### config.mk
export PLATFORM = sky130hd
export DESIGN_NAME = mem_uncache_unit_flat
export DESIGN_NICKNAME = d
export VERILOG_FILES = /design/src/rtl/mem_uncache_unit_pkg.sv /design/src/rtl/mem_uncache_unit_if.sv /design/src/rtl/mem_uncache_unit.sv /design/src/flat_wrapper.sv
export SDC_FILE = /design/constraint.sdc
export NUM_CORES = 1
export LEC_CHECK = 0
export ABC_AREA = 1
export CORE_UTILIZATION = 25
export CTS_BUF_LIST = sky130_fd_sc_hd__clkbuf_2
export CTS_CLUSTER_SIZE = 12
export DETAILED_ROUTE_END_ITERATION = 16
export HOLD_SLACK_MARGIN = 0.02
export PLACE_DENSITY = 0.53
export SYNTH_ARGS = -nofsm -noshare
export SYNTH_HDL_FRONTEND = slang
export SYNTH_SLANG_ARGS = --single-unit
export TNS_END_PERCENT = 30
### constraint.sdc
create_clock -name clk -period 3.45 [get_ports clk]
set_clock_uncertainty 0.1 [all_clocks]
set_input_delay 0.5175 -clock clk [delete_from_list [all_inputs] [get_ports clk]]
set_output_delay 0.5175 -clock clk [all_outputs]
set_load 0.03 [all_outputs]
### src/rtl/mem_uncache_unit_pkg.sv
// Shared types and constants for the uncached MEM-stage access unit.
package mem_uncache_unit_pkg;

  typedef enum logic [1:0] {
    IDLE      = 2'd0,
    REQ       = 2'd1,
    WAIT_RESP = 2'd2,
    DONE      = 2'd3
  } UncacheState_t;

  localparam logic [1:0] SIZE_BYTE = 2'd0;
  localparam logic [1:0] SIZE_HALF = 2'd1;
  localparam logic [1:0] SIZE_WORD = 2'd2;

  localparam int RESP_TIMEOUT_DEFAULT = 255;

  // Encoding 3 is illegal on the MEM side and is issued as a word access.
  function automatic logic [1:0] norm_size(input logic [1:0] size);
    return (size == 2'd3) ? SIZE_WORD : size;
  endfunction

endpackage

### src/rtl/mem_uncache_unit_if.sv
// Single-outstanding valid/ready uncached bus between the access unit and the bus interface.
interface mem_uncache_unit_if;
  logic        bus_req_valid;
  logic        bus_req_ready;
  logic        bus_req_wr;
  logic [31:0] bus_addr;
  logic [1:0]  bus_size;
  logic [31:0] bus_wdata;
  logic [3:0]  bus_wstrb;
  logic        bus_resp_valid;
  logic [31:0] bus_rdata;

  modport master (
    output bus_req_valid, bus_req_wr, bus_addr, bus_size, bus_wdata, bus_wstrb,
    input  bus_req_ready, bus_resp_valid, bus_rdata
  );

  modport slave (
    input  bus_req_valid, bus_req_wr, bus_addr, bus_size, bus_wdata, bus_wstrb,
    output bus_req_ready, bus_resp_valid, bus_rdata
  );
endinterface

### src/rtl/mem_uncache_unit.sv
// Uncached load/store engine for the MEM stage: issues one bus access at a time,
// stalls the EXE->MEM register until completion and flags response timeouts.
module mem_uncache_unit
  import mem_uncache_unit_pkg::*;
#(
  parameter int RESP_TIMEOUT = RESP_TIMEOUT_DEFAULT
) (
  input  logic        clk,
  input  logic        rst,
  input  logic        mem_req_valid,
  input  logic        mem_req_wr,
  input  logic [31:0] mem_addr,
  input  logic [1:0]  mem_size,
  input  logic [31:0] mem_wdata,
  input  logic [3:0]  mem_wstrb,
  input  logic        mem_flush,
  output logic        mem_stall,
  output logic [31:0] mem_rdata,
  output logic        mem_rdata_valid,
  output logic        mem_bus_err,
  mem_uncache_unit_if.master bus
);

  localparam int CW = $clog2(RESP_TIMEOUT + 1);
  localparam logic [CW-1:0] CNT_MAX  = CW'(RESP_TIMEOUT);
  localparam logic [CW-1:0] CNT_LAST = CW'(RESP_TIMEOUT - 1);

  UncacheState_t state, state_nxt;
  logic          cancel;
  logic [CW-1:0] cnt;
  logic          forced_err;

  logic start, resp_hit, timeout, complete, cancel_now;

  assign start      = (state == IDLE) && mem_req_valid && !mem_flush;
  assign resp_hit   = (state == WAIT_RESP) && bus.bus_resp_valid;
  // The counter reaches RESP_TIMEOUT on the edge that ends the last allowed
  // WAIT_RESP cycle; a response in that same cycle takes priority.
  assign timeout    = (state == WAIT_RESP) && (cnt == CNT_LAST) && !bus.bus_resp_valid;
  assign complete   = resp_hit || timeout;
  assign cancel_now = cancel || mem_flush;

  always_ff @(posedge clk or posedge rst) begin
    if (rst) begin
      state <= IDLE;
    end else begin
      state <= state_nxt;
    end
  end

  always_comb begin
    state_nxt = state;
    case (state)
      IDLE:      if (start) state_nxt = REQ;
      REQ:       if (bus.bus_req_ready) state_nxt = WAIT_RESP;
      WAIT_RESP: if (complete) state_nxt = cancel_now ? IDLE : DONE;
      DONE:      state_nxt = IDLE;
      default:   state_nxt = IDLE;
    endcase
  end

  always_comb begin
    bus.bus_req_valid = (state == REQ);
    mem_rdata_valid   = (state == DONE) && !bus.bus_req_wr;
    mem_bus_err       = (state == DONE) && forced_err;
    mem_stall         = mem_req_valid && !mem_flush && (state != DONE);
  end

  // A flushed access still finishes on the bus; cancel only discards its result.
  always_ff @(posedge clk or posedge rst) begin
    if (rst) begin
      cancel     <= 1'b0;
      cnt        <= '0;
      forced_err <= 1'b0;
    end else begin
      if (start) begin
        cancel <= 1'b0;
      end else if ((state == REQ || state == WAIT_RESP) && mem_flush) begin
        cancel <= 1'b1;
      end
      if (state == REQ && bus.bus_req_ready) begin
        cnt <= '0;
      end else if (state == WAIT_RESP && cnt != CNT_MAX) begin
        cnt <= cnt + CW'(1);
      end
      if (complete) begin
        forced_err <= timeout;
      end
    end
  end

  always_ff @(posedge clk or posedge rst) begin
    if (rst) begin
      bus.bus_req_wr <= 1'b0;
      bus.bus_addr   <= '0;
      bus.bus_size   <= '0;
      bus.bus_wdata  <= '0;
      bus.bus_wstrb  <= '0;
    end else if (start) begin
      bus.bus_req_wr <= mem_req_wr;
      bus.bus_addr   <= mem_addr;
      bus.bus_size   <= norm_size(mem_size);
      bus.bus_wdata  <= mem_wdata;
      bus.bus_wstrb  <= mem_wstrb;
    end
  end

  always_ff @(posedge clk or posedge rst) begin
    if (rst) begin
      mem_rdata <= '0;
    end else if (complete && !bus.bus_req_wr && !cancel_now) begin
      mem_rdata <= resp_hit ? bus.bus_rdata : '0;
    end
  end

endmodule

### src/flat_wrapper.sv
// flat-port wrapper written by rule: the top's interface ports become plain ports
module mem_uncache_unit_flat import mem_uncache_unit_pkg::*;
#(
  parameter int RESP_TIMEOUT = RESP_TIMEOUT_DEFAULT
)
  (clk, rst, mem_req_valid, mem_req_wr, mem_addr, mem_size, mem_wdata, mem_wstrb, mem_flush, mem_stall, mem_rdata, mem_rdata_valid, mem_bus_err, bus_bus_req_valid, bus_bus_req_wr, bus_bus_addr, bus_bus_size, bus_bus_wdata, bus_bus_wstrb, bus_bus_req_ready, bus_bus_resp_valid, bus_bus_rdata);
  mem_uncache_unit_if bus_i ();
  input  logic clk;
  input  logic rst;
  input  logic mem_req_valid;
  input  logic mem_req_wr;
  input  logic [31:0] mem_addr;
  input  logic [1:0] mem_size;
  input  logic [31:0] mem_wdata;
  input  logic [3:0] mem_wstrb;
  input  logic mem_flush;
  output logic mem_stall;
  output logic [31:0] mem_rdata;
  output logic mem_rdata_valid;
  output logic mem_bus_err;
  output wire logic [$bits(bus_i.bus_req_valid)-1:0] bus_bus_req_valid;
  output wire logic [$bits(bus_i.bus_req_wr)-1:0] bus_bus_req_wr;
  output wire logic [$bits(bus_i.bus_addr)-1:0] bus_bus_addr;
  output wire logic [$bits(bus_i.bus_size)-1:0] bus_bus_size;
  output wire logic [$bits(bus_i.bus_wdata)-1:0] bus_bus_wdata;
  output wire logic [$bits(bus_i.bus_wstrb)-1:0] bus_bus_wstrb;
  input wire logic [$bits(bus_i.bus_req_ready)-1:0] bus_bus_req_ready;
  input wire logic [$bits(bus_i.bus_resp_valid)-1:0] bus_bus_resp_valid;
  input wire logic [$bits(bus_i.bus_rdata)-1:0] bus_bus_rdata;
  assign bus_bus_req_valid = bus_i.bus_req_valid;
  assign bus_bus_req_wr = bus_i.bus_req_wr;
  assign bus_bus_addr = bus_i.bus_addr;
  assign bus_bus_size = bus_i.bus_size;
  assign bus_bus_wdata = bus_i.bus_wdata;
  assign bus_bus_wstrb = bus_i.bus_wstrb;
  assign bus_i.bus_req_ready = bus_bus_req_ready;
  assign bus_i.bus_resp_valid = bus_bus_resp_valid;
  assign bus_i.bus_rdata = bus_bus_rdata;
  mem_uncache_unit #(.RESP_TIMEOUT(RESP_TIMEOUT)) u_core (.clk(clk), .rst(rst), .mem_req_valid(mem_req_valid), .mem_req_wr(mem_req_wr), .mem_addr(mem_addr), .mem_size(mem_size), .mem_wdata(mem_wdata), .mem_wstrb(mem_wstrb), .mem_flush(mem_flush), .mem_stall(mem_stall), .mem_rdata(mem_rdata), .mem_rdata_valid(mem_rdata_valid), .mem_bus_err(mem_bus_err), .bus(bus_i));
endmodule
# Word level (Yosys, flattened, before mapping)
# Cells that the tools add are included.
# totals
ff_bits	115
input_bits	109
# op_classes
add_sub_neg	1
n_eq_ne	10
mux	11
reduce_logical	25
# op_table
cell	n
$mux W32	1
$mux W8	2
$logic_and A1 B1 Y1	14
$mux W2	5
$add A8 B1 Y8 const B	1
$eq A8 B8 Y1 const B	1
$ne A8 B8 Y1 const B	1
$pmux W2 S4	1
$eq A2 B2 Y1 const B	3
$ne A2 B1 Y1 const B	3
$logic_not A1 Y1	4
$reduce_bool A2 Y1	2
$logic_or A1 B1 Y1	3
$reduce_and A3 Y1	1
$eq A2 B1 Y1 const B	1
$logic_not A2 Y1	1
$mux W1	2
$ne A2 B2 Y1 const B	1

# Logic depth before layout (Yosys ltp)
# logic_depth
ltp_word	6
mapped_depth	10

# Least setup slack after synthesis
# Ideal clock, no wire load.
# synth_path
kind	register to output
from	reg u_core.state[0]
to	out mem_stall
arrival_time_ns	1.049
t_required_ns	2.832
slack_ns	1.784
stages_incl_launch_ff	3
n_path_buf	0
path_cell_list	dfrtp_1 -> ha_1 -> nor2_1
# synth_via
elab_chain_cells	2
# synth_rtl
element	line	rtl
start: declaration	mem_uncache_unit.sv:28	UncacheState_t state, state_nxt;
start signal: assignment	mem_uncache_unit.sv:47	state <= state_nxt;
$ne A2 B2 Y1	mem_uncache_unit.sv:66	mem_stall = mem_req_valid && !mem_flush && (state != DONE);
$logic_and A1 B1 Y1	mem_uncache_unit.sv:66	
end: declaration	flat_wrapper.sv:17	output logic mem_stall;
# No other way between the ends.

# Worst setup path after layout
# layout_path
from	reg u_core.state[1]
to	out bus_bus_req_valid
# layout_via
elab_chain_cells	1
# layout_rtl
element	line	rtl
$eq A2 B1 Y1	mem_uncache_unit.sv:63	bus.bus_req_valid = (state == REQ);
end: declaration	flat_wrapper.sv:21	output wire logic [$bits(bus_i.bus_req_valid)-1:0] bus_bus_req_valid;
# No other way between the ends.

==> impl_metrics.tcl <==
set metrics [dict create \
    die_w_um 144 \
    ys_types 26 \
    fin_crit_ns 2.80 \
    initial_utilization_pct 25.8 \
    crit_path_end_kind "primary output" \
    wl_per_cell_um 13.4 \
    clk_latency_ns 0.67 \
    placed_cells 1058 \
    die_h_um 144 \
    overflow 0 \
    cts_resized 0 \
    ir_drop_mv 0.530 \
    synth_warnings 0 \
    grt_max_degree 71 \
    area_growth_pct 52.8 \
    yosys-top-cells-count "nand2_1 (341), dfrtp_1 (115), nand3b_1 (32)" \
    core_region_area_um2 19700 \
    cts_hold_buf 0 \
    ys_seq_elements 115 \
    leakage_uw 0.00374 \
    grt_usage_pct 14.2 \
    power_per_cell_area_nw_per_um2 814 \
    grt_pass1_wl_mm 22.6 \
    ys.flop_type "dfrtp_1" \
    clk_pin_slew_ns 0.19 \
    netlist_top_cells_area "dfrtp_1 (57%), nand2_1 (25%), nand3b_1 (4.7%)" \
    drive_above_1_share_pct 6.43 \
    rrSetupSlack_ns 1.28 \
    reg2reg_depth 7 \
    tns_ns 0 \
    cts_root_buffer "clkbuf_2" \
    antenna_left 0 \
    synth_top_cell_area_share_pct 56.7 \
    max_freq_ghz 0.357 \
    arrival_ns 2.19 \
    fin_crit_sh_pct 81.3 \
    port_buffers 215 \
    synthMostInstantiatedCell "nand2_1" \
    drt_iter0_markers 167 \
    rows 51 \
    rsz0062_at_grt "false" \
    finalHoldViolCount 0 \
    fin_cells 1091 \
    first_global_vias 4316 \
    max_stage_delay_ns 0.71 \
    cts_buffer_depth 2 \
    tightest_slew_ns 0.561 \
    num_vias 4492 \
    synth_edf_count 0 \
    hp-class "in -> async" \
    dp_hpwl_mm 10.0 \
    synth_nets 713 \
    syn_inst 597 \
    drv_cap 0 \
    rr_endpoint "u_core.mem_rdata[7]" \
    gp_congestion 0.756 \
    path_cells "inv_1 -> ha_1 -> clkdlybuf4s50_1" \
    antenna_found_initial 1 \
    crit_path_top_delay_cell "clkdlybuf4s50_1" \
    drc 0 \
    cts_max_level 4 \
    pin_count 216 \
    setup_viol 0 \
    async_flop_share_pct 100 \
    syn_area_per_cell_um2 8.49 \
    slew_headroom_pct 62.5 \
    cts_buffers 17 \
    syn_area_um2 5070 \
    final_cell_area_um2 7750 \
    layout_setup_ws_ns 0.645 \
    cts_tree "yes" \
    nets 928 \
    crit_fanout 5 \
    cts_sinks 115 \
    fp.dieArea_um2 20900 \
    path_class "reg -> out" \
    drt-pass1-iter-count 6 \
    routed_via_density 4.12 \
    r2r_start "u_core.state[0]" \
    synth-seq-area-share_pct 56.7 \
    dpl_cell_area_um2 7460 \
    postRouteWirelength_mm 14.7 \
    synth_top_cell_by_area "dfrtp_1" \
    hold-worst-slack_ns 0.121 \
    outcome "finished, final reports clean" \
    start_kind "register" \
    maxSlewViolCount 0 \
    place_ws_ns 0.841 \
    critPathRequiredTime_ns 2.83 \
    cts_setup_buffers 0 \
]
## worst max-delay path: cells and delay by family (launching register included)
kind | cells | cell delay, ns
buffers and inverters | 2 | 0.86
DFF | 1 | 0.45
adders and majority gates | 1 | 0.21
## stage by stage
step / utilization (%) / power [uW]
after floorplan: - / 3940
after detailed placement: 37.9 / 5310
after CTS: 39.4 / 6410
after global placement: 37.9 / 5300
after global routing: 39.4 / 6730
final: 39.4 / 6310
## kinds of logic (layout without fill, tap and decap cells)
family / after synthesis / count (layout) / share of synthesized area (%)
other: 0 / 2 / 0
flip-flops: 115 / 115 / 56.7
XOR/XNOR: 2 / 2 / 0.345
AND/OR/NAND/NOR: 411 / 411 / 34.6
AO/OA/AOI/OAI: 10 / 10 / 1.11
buffers and inverters: 52 / 279 / 5.45
adder cells (fa/ha/maj): 7 / 7 / 1.73
## sequential cells by signal (all words and copies together) (netlist names)
register	flops
u_core.bus.bus_addr	32
u_core.bus.bus_req_wr	1
u_core.bus.bus_size	2
u_core.bus.bus_wdata	32
u_core.bus.bus_wstrb	4
u_core.cancel	1
u_core.cnt	8
u_core.forced_err	1
u_core.mem_rdata	32
u_core.state	2
## layout by cell type (no fill, tap or decap), types with 3 or more instances in the layout
cell / synthesis / routed
clkinvlp_4: 0 / 3
clkbuf_2: 0 / 17
nand2_1: 341 / 341
clkinv_4: 0 / 3
inv_1: 24 / 23
nor2_1: 14 / 14
nand3_1: 10 / 10
dfrtp_1: 115 / 115
buf_4: 2 / 5
nand2_2: 4 / 4
nand3b_1: 32 / 32
clkdlybuf4s50_1: 0 / 215
o21ai_0: 6 / 6
ha_1: 7 / 7
bufinv_16: 0 / 4
inv_6: 0 / 4
## layout make-up
type,instances,area [um^2]
inverter,26,103
timing repair buffer,222,2230
antenna,2,5.00
clock inverter,14,201
tap,265,332
multi-input combinational,430,1920
clock buffer,17,85.1
fill,2083,11900
sequential,115,2880
## worst max path at each step
stage               startpoint                endpoint  slack (ns)
2_1_floorplan              rst  u_core.bus.bus_addr[0]        1.43
3_3_place_gp         mem_flush               mem_stall        0.84
3_5_place_dp         mem_flush               mem_stall        0.84
4_1_cts        u_core.state[1]       bus_bus_req_valid        0.56
5_1_grt        u_core.state[1]       bus_bus_req_valid        0.44
6_report       u_core.state[1]       bus_bus_req_valid        0.65
## power by group
group          leakage (uW)  switching [uW]  internal [uW]  total, uW
Sequential          0.00149             300           1850       2150
Clock              0.000162             579            483       1060
Combinational       0.00209            1860           1240       3100
## metal layers
metal  up-vias  routed length, um  GRT usage (%)
met5         -                  0              0
met4         0                250           6.26
met3        14                908           4.37
met2       132               7110           22.4
met1      2086               6400           17.8
li1       2260                  -              -
(Power assumes the default switching activity.)
